--- config.mk ---
export PLATFORM = sky130hd
export DESIGN_NAME = jk_edge_counter
export DESIGN_NICKNAME = d
export VERILOG_FILES = /design/src/rtl/jk_edge_counter.sv
export SDC_FILE = /design/constraint.sdc
export NUM_CORES = 1
export LEC_CHECK = 0
export BUFFER_PORTS_ARGS = -buffer_cell sky130_fd_sc_hd__buf_2
export CORE_ASPECT_RATIO = 0.9
export CORE_MARGIN = 2
export CORE_UTILIZATION = 52
export DETAILED_ROUTE_END_ITERATION = 8
export HOLD_SLACK_MARGIN = 0.03
export PLACE_DENSITY = 0.71
export SYNTH_ARGS = -nofsm -noshare
export SYNTH_HDL_FRONTEND = slang
export SYNTH_SLANG_ARGS = --single-unit
--- constraint.sdc ---
create_clock -name CK -period 1.6 [get_ports CK]
set_input_delay 0.24 -clock CK [delete_from_list [all_inputs] [get_ports CK]]
set_output_delay 0.24 -clock CK [all_outputs]
set_load 0.02 [all_outputs]
--- src/rtl/jk_edge_counter.sv ---
// Edge detector and windowed rising-edge counter for the Q output of a JK flop.
// A measurement is armed by START, runs WINDOW cycles, and its result is held with VALID/ACK.
module jk_edge_counter #(
  parameter int WIDTH  = 4,
  parameter int WINDOW = 8
) (
  input  logic             CK,
  input  logic             CLR,
  input  logic             Q_in,
  input  logic             START,
  input  logic             ACK,
  output logic             RISE,
  output logic             FALL,
  output logic             BUSY,
  output logic             VALID,
  output logic [WIDTH-1:0] COUNT,
  output logic             OVF
);

  localparam int TW = (WINDOW > 1) ? $clog2(WINDOW) : 1;
  localparam logic [WIDTH-1:0] CNT_MAX = '1;
  localparam logic [TW-1:0]    TMR_LOAD = TW'(WINDOW - 1);

  typedef enum logic [1:0] {IDLE, RUN, DONE} state_t;

  state_t           state, state_nx;
  logic             q_d;
  logic             rise_now, fall_now;
  logic [WIDTH-1:0] cnt, cnt_nx, cnt_sat;
  logic             ovf_i, ovf_nx, sat_hit;
  logic [TW-1:0]    timer, timer_nx;
  logic [WIDTH-1:0] count_nx;
  logic             ovf_out_nx;

  assign rise_now = Q_in & ~q_d;
  assign fall_now = ~Q_in & q_d;

  // Saturating increment; an edge seen while already at max only marks overflow.
  always_comb begin
    sat_hit = rise_now && (cnt == CNT_MAX);
    cnt_sat = cnt;
    if (rise_now && !sat_hit) cnt_sat = cnt + 1'b1;
  end

  always_comb begin
    state_nx   = state;
    cnt_nx     = cnt;
    ovf_nx     = ovf_i;
    timer_nx   = timer;
    count_nx   = COUNT;
    ovf_out_nx = OVF;
    case (state)
      IDLE: begin
        if (START) begin
          state_nx = RUN;
          cnt_nx   = '0;
          ovf_nx   = 1'b0;
          timer_nx = TMR_LOAD;
        end
      end
      RUN: begin
        cnt_nx   = cnt_sat;
        ovf_nx   = ovf_i | sat_hit;
        timer_nx = timer - 1'b1;
        // Last window edge: its own rising edge is still part of the result.
        if (timer == '0) begin
          count_nx   = cnt_sat;
          ovf_out_nx = ovf_i | sat_hit;
          state_nx   = DONE;
        end
      end
      DONE: begin
        if (ACK) state_nx = IDLE;
      end
      default: state_nx = IDLE;
    endcase
  end

  always_ff @(posedge CK) begin
    if (!CLR) begin
      state <= IDLE;
      q_d   <= Q_in;
      RISE  <= 1'b0;
      FALL  <= 1'b0;
      BUSY  <= 1'b0;
      VALID <= 1'b0;
      COUNT <= '0;
      OVF   <= 1'b0;
      cnt   <= '0;
      ovf_i <= 1'b0;
      timer <= '0;
    end else begin
      state <= state_nx;
      q_d   <= Q_in;
      RISE  <= rise_now;
      FALL  <= fall_now;
      BUSY  <= (state_nx == RUN);
      VALID <= (state_nx == DONE);
      COUNT <= count_nx;
      OVF   <= ovf_out_nx;
      cnt   <= cnt_nx;
      ovf_i <= ovf_nx;
      timer <= timer_nx;
    end
  end

endmodule

# Yosys cells after proc, flatten, opt, wreduce, memory -nomap -nowiden
# Index checks and enable logic that the tools add are counted.
word_totals:
  ff_bits: 20
  inputBits: 5
  wordCells: 43
  output_inout_bits: 9
classes:
  n_reduce_logical: 8
  addsub: 2
  bitwise: 5
  n_mux: 11
  n_eq_ne: 6
op_table:
  columns: ["operator", "n"]
  rows:
  - ["$mux 4", 2]
  - ["$pmux 4 s2", 1]
  - ["$mux 2", 3]
  - ["$pmux 2 s3", 1]
  - ["$pmux 3 s2", 1]
  - ["$add 4x1->4 const B", 1]
  - ["$eq 2x1->1 const B", 2]
  - ["$eq 2x2->1 const B", 2]
  - ["$eq 4x4->1 const B", 1]
  - ["$reduce_and 2->1", 2]
  - ["$logic_not 3->1", 1]
  - ["$mux 3", 1]
  - ["$sub 3x1->3 const B", 1]
  - ["$and 1x1->1", 2]
  - ["$logic_and 1x1->1", 2]
  - ["$logic_not 2->1", 1]
  - ["$ne 2x2->1 const B", 1]
  - ["$not 1->1", 2]
  - ["$pmux 1 s2", 1]
  - ["$reduce_bool 2->1", 1]
  - ["$logic_not 1->1", 1]
  - ["$mux 1", 1]
  - ["$or 1x1->1", 1]

# Longest topological paths before layout
# Gate-level depths: netlist of run 1.
logic_depth:
  depth_word: 7
  mapped_depth: 7
  depth_no_buf: 6

# Least setup slack after synthesis of run 1
# OpenSTA, ideal clock, no wires.
synth_path:
  path_type: "flip-flop to flip-flop"
  startpoint: "reg cnt[0]"
  endpoint: "reg COUNT[3]"
  path_stages_with_launch: 6
  n_path_buf: 0
  required_time_ns: 1.479
  t_arrival_ns: 1.171
  period_less_slack_ns: 1.292
  setup_ns: 0.121
  path_slack_ns: 0.308
  path_cell_list: "dfxtp_1 -> ha_1 -> and3_1 -> nor3b_4 -> xnor2_1 -> a21oi_1"
synth_via:
  elab_chain_cells: 5
  word_cells_on_any_way: 6
  cone_classes: "add/sub: 1; eq/ne: 1; mux: 1; reduce/logical: 3"
synth_lines:
  columns: ["item", "line_no", "source"]
  rows:
  - ["from (decl)", "29", "logic [WIDTH-1:0] cnt, cnt_nx, cnt_sat;"]
  - ["from (signal assigned)", "101", "cnt <= cnt_nx;"]
  - ["parallel branches: the longest is 4 deep, another holds $add 4x1->4", null, null]
  - ["$mux 4 *", "42", "if (rise_now && !sat_hit) cnt_sat = cnt + 1'b1;"]
  - ["to (signal assigned)", "99", "COUNT <= count_nx;"]
  - ["to (decl)", "16", "output logic [WIDTH-1:0] COUNT,"]
# Mark *: on every way between the ends.
# A chain may end at the register's enable or synchronous reset.

# Final worst setup path of run 1
# Ends and elaborated chain as after synthesis.

==> results of run 1 <==
==> final cells by class <==
type	instances	area share (%)
multi-input cells	66	43.0
flip-flops and latches	20	40.3
repair buffers	17	9.56
clock buffers	4	3.65
well taps	22	2.77
inverters	2	0.755
==> routing by layer <==
metal  GRT usage, %  vias up  wire (µm)
met1           24.7      330        760
met4           8.89        0         16
li1               -      359          -
met5              0        -          0
met2           29.4       19        754
met3           6.47        2         73
==> power by group through the flow <==
stage | clock network, mW | registers [mW] | logic [mW]
floorplan | 0 | 0.581 | 0.0898
global placement | 0 | 0.561 | 0.162
detailed placement | 0 | 0.563 | 0.167
CTS | 0.303 | 0.551 | 0.168
global route | 0.327 | 0.556 | 0.189
finish | 0.295 | 0.551 | 0.167
==> placed cells by master (no fill, tap or decap), types with 4 or more instances in the layout <==
master,count
dfxtp_1,20
o21ai_0,4
nor2_1,5
buf_4,4
buf_2,13
nand3_1,5
a21oi_1,7
nand2_1,11
==> state kept, by name, summed over array words and instances (netlist names) <==
signal,count
BUSY,1
COUNT,4
RISE,1
state,2
cnt,4
OVF,1
VALID,1
timer,3
q_d,1
ovf_i,1
FALL,1
==> metrics by stage <==
stage                     hold slack [ns]  instances  instance area [µm²]
after floorplan                     0.268         92                  853
after global placement              0.368        127                  958
after detailed placement            0.370        127                  958
after CTS                          0.0456        131                  995
after global routing               0.0474        131                  995
final                              0.0532        131                  995
==> kinds of logic (layout without fill, tap and decap cells) <==
| kind of cell | count (synthesis) | count (layout) | share of synthesized area, % |
|---|---|---|---|
| fa+ha+maj | 3 | 3 | 4.40 |
| mux | 1 | 1 | 1.17 |
| buf+inv | 6 | 23 | 2.93 |
| simple gates | 38 | 38 | 25.4 |
| xor+xnor | 3 | 3 | 3.08 |
| flops | 20 | 20 | 46.9 |
| compound gates | 21 | 21 | 16.1 |
==> path summary, 6_finish.rpt <==
path | start | endpoint | depth (start not counted)
min reg2reg | q_d | FALL | 2
max | cnt[0] | COUNT[3] | 5
max reg2reg | cnt[0] | COUNT[3] | 5
min | Q_in | q_d | 1
==> worst max-delay path: stages (launching register included) <==
cell	delay [ns]
dfxtp_1	0.37
ha_1	0.24
and3_1	0.23
nor3b_4	0.23
xnor2_1	0.14
a21oi_1	0.08
==> results.ini, run 1 <==
[synth]
netlist_top_cells_area=dfxtp_1 (47%), nand2_1 (4.8%), ha_1 (4.4%)
ys_ff_latch=20
ys.flop_type=dfxtp_1
synth.yosys.seq_area_share_pct=46.9
syn_area_um2=853
async_reset_ff_share_pct=0
synth_edf_count=0
synth-warning-count=0
synth_common_cells=dfxtp_1 (20), nand2_1 (11), a21oi_1 (7)
synthCells=92
yosysMostFrequentCell=dfxtp_1
synth_area_per_cell_um2=9.28
yosysUniqueCellTypes=29
syn_nets=100
yosys.area.top_type=dfxtp_1
synth_top_cell_area_share_pct=46.9

[min_path]
hold_path.class=input port to flop

[timing]
hold_viol_final=0
slew_headroom_pct=74.7
max_slew.worst_pin.slew_ns=0.380
period_minus_slack_ns=1.38
finalSetupViolCount=0
fin_setup_tns_ns=0
grt_setup_unrepaired=no
fin_skew_ns=0.00546
layout_setup_ws_ns=0.215
drv_slew=0
fmax_ghz=0.722
period_share_pct=86.5

[worst_setup_path]
r2r_setup_slack_ns=0.22
cp-end-kind=flop
cp_max_fo=5
critPathLaunchType=flop
required_ns=1.81
crit_arrival_ns=1.60
criticalPathCategory=flop to flop

[grt]
grt_start_max_net_pins=26
overflow=0
grt_pass1_wl_mm=2.76
gr-usage-all-layers_pct=19.5
antenna_found_initial=0
grt_pass1_vias=660

[drt]
detail_route.first_pass.iterations=4
dr.first_iter.drc_count=23
drt-wirelength-per-cell_um=12.3
vias_per_cell=5.42
drc=0
routed_wl_mm=1.61
antenna_left=0
num_vias=710

[placed_design]
portBuffers=13
hpwlAfterDp_mm=1.16
place_congestion=0.764
post-place-ws_ns=0.228

[cts]
cts-root-buf=clkbuf_4
cts_num_sinks=20
cts_resized=0
numCtsBuffers=3
cts_htree_levels=1
insertion_delay_ns=0.31
cts_tree=built
path_clk_slew_ns=0.11
post_cts_buffers=0
cts.hold.buffers_added=0
cts_buffer_depth=2

[die]
rows=13
die_h_um=42.4
die_w_um=46.7
die_area_um2=1980
core_area_um2=1500
start_util_pct=57.0
ios=14

[pwr]
swShare_pct=26.9
netSwitchingPower_mw=0.273
power_leakage_nw=0.451
power.density_nw_per_um2=1020
comb_power_share_pct=16.5
intPower_mw=0.741
seq_power_share_pct=54.4
clkPwrFrac_pct=29.1
ir_worst_vdd_mv=0.731
p_total_mw=1.01

[finish]
utilization_pct=66.5
nFillCells=132
regArea_um2=400
fin_nets=118
num_antenna_cells=0
drive_gt1_share_pct=21.1
syn_to_final_growth_pct=16.6
multi_input_area_um2=428

[run_status]
status=complete, no violations

[run]
drv_cap=0

(Power assumes the default switching activity.)
==> run 2, diff against run 1 <==
--- a/config.mk
+++ b/config.mk
@@ -6,9 +6,12 @@
 export NUM_CORES = 1
 export LEC_CHECK = 0
 export BUFFER_PORTS_ARGS = -buffer_cell sky130_fd_sc_hd__buf_2
+export CAP_MARGIN = 20
+export CELL_PAD_IN_SITES_DETAIL_PLACEMENT = 0
+export CELL_PAD_IN_SITES_GLOBAL_PLACEMENT = 2
 export CORE_ASPECT_RATIO = 0.9
 export CORE_MARGIN = 2
-export CORE_UTILIZATION = 52
+export CORE_UTILIZATION = 32
 export DETAILED_ROUTE_END_ITERATION = 8
 export HOLD_SLACK_MARGIN = 0.03
 export PLACE_DENSITY = 0.71
==> results.ini, run 2 (synthesis results as in run 1) <==
[drt]
drc=0
vias_per_cell=5.09
num_vias=697
dr.first_iter.drc_count=16
detail_route.first_pass.iterations=4
routed_wl_mm=1.71
drt-wirelength-per-cell_um=12.5
antenna_left=0

[worst_setup_path]
cp_slowest_cell=dlygate4sd3_1
r2r_cells=5
slowest_delay_ns=0.52
critPathLaunch=Q_in
crit_arrival_ns=1.63
criticalPathCategory=input port to flop
cp_num_cells=6
cp-end-kind=flop
timing.rr.start=cnt[0]
required_ns=1.79
worstPathCellList=dlygate4sd3_1 > buf_2 > and2b_1 > nand2_1 > a21boi_0 > o22ai_1
critPathLaunchType=input port
critical-path-top-delay-family=buffers and inverters
cp_max_fo=6
crit_buf_inv=2

[grt]
gr-usage-all-layers_pct=13.0
grt_pass1_vias=637
grt_start_max_net_pins=26
overflow=0
antenna_found_initial=0
grt_pass1_wl_mm=2.93

[die]
core_area_um2=2490
die_area_um2=3100
ios=14
die_h_um=53.0
rows=17
start_util_pct=34.3
die_w_um=58.4

[cts]
cts_buffer_depth=2
numCtsBuffers=3
cts_htree_levels=1
cts_tree=built
path_clk_slew_ns=0.12
cts_num_sinks=20
insertion_delay_ns=0.30
cts-root-buf=clkbuf_4

[finish]
syn_to_final_growth_pct=19.9
layout_commonest_cell=dfxtp_1
top_regs=COUNT (4), cnt (4), timer (3)
multi_input_area_um2=430
drive_gt1_share_pct=21.1
final_area_um2=1020
num_antenna_cells=0
fin_nets=118
nFillCells=254
layout_common_cells=dfxtp_1 (20), buf_2 (13), nand2_1 (11)
regArea_um2=400

[timing]
drv_slew=0
fmax_ghz=0.692
period_minus_slack_ns=1.45
period_share_pct=90.3
layout_setup_ws_ns=0.155
finalSetupViolCount=0
hold_viol_final=0
fin_skew_ns=0.00292
fin_setup_tns_ns=0
max_slew.worst_pin.slew_ns=0.397
slew_headroom_pct=73.5
grt_setup_unrepaired=no

[placed_design]
dpl_cell_area_um2=958
hpwlAfterDp_mm=1.17
portBuffers=13
post-place-ws_ns=0.234
place_congestion=0.738

[pwr]
power.density_nw_per_um2=1100
power_leakage_nw=0.456
ir_worst_vdd_mv=0.752

[min_path]
min-delay-start=ACK
whs_path_depth=3
hold_path.class=input port to flop

[run]
drv_cap=0

[run_status]
status=complete, no violations

[run 2: changes by cell type in the layout (fill, tap and decap cells not counted), sizes merged]
cell         change
dlygate4sd3      +1
buf              -1
bufinv           +1
clkbuf           -1
[run 2: worst register-to-register path, cell delays in order (launching register included)]
cell	delay [ns]
dfxtp_1	0.38
ha_1	0.25
and3_1	0.23
nor3b_4	0.23
xnor2_1	0.14
a21oi_1	0.07
[run 2: metal layers]
metal,global-route usage (%),share of wire (%),wire (µm),vias up
met4,4.65,0.93,16,0
met1,17.7,55,943,323
li1,-,-,-,356
met2,18.4,40,684,16
met5,0,0,0,-
met3,5.13,4.0,68,2
[run 2: stage by stage]
step	util [%]	instances	hold WS [ns]	power, mW
6_report	41.1	137	0.251	1.13
2_1_floorplan	-	92	0.268	0.671
4_1_cts	40.6	136	0.0451	1.15
5_1_grt	41.1	137	0.238	1.20
3_3_place_gp	38.5	132	0.367	0.728
3_5_place_dp	38.5	132	0.374	0.727
[run 2: final timing paths]
kind | end | slack (ns)
worst max-delay path | cnt[0] | 0.15
worst min-delay path | state[1] | 0.25
worst max register to register | COUNT[3] | 0.20
worst min register to register | FALL | 0.44
[run 2: final cells by class]
class                      count  area share, %
sequential                    20           39.1
clock inverter                 1           2.93
multi-input combinational     66           42.1
clock buffer                   3           2.20
timing repair buffer          17           9.54
tap                           28           3.42
inverter                       2          0.733
[run 2: repair_timing]
item / CTS / global route
endpoints found under the hold margin: 0 / 1
setup endpoints to repair: 0 / 1
buffers inserted: 0 / 0
gates resized for setup: 0 / 1
hold buffers: 0 / 1
[run 2: power breakdown]
| part | switching, mW | leakage [nW] | internal, mW |
|---|---|---|---|
| sequential | 0.0198 | 0.164 | 0.532 |
| combinational | 0.0986 | 0.264 | 0.0687 |
| clock | 0.159 | 0.0279 | 0.253 |
| total | 0.277 | 0.456 | 0.854 |
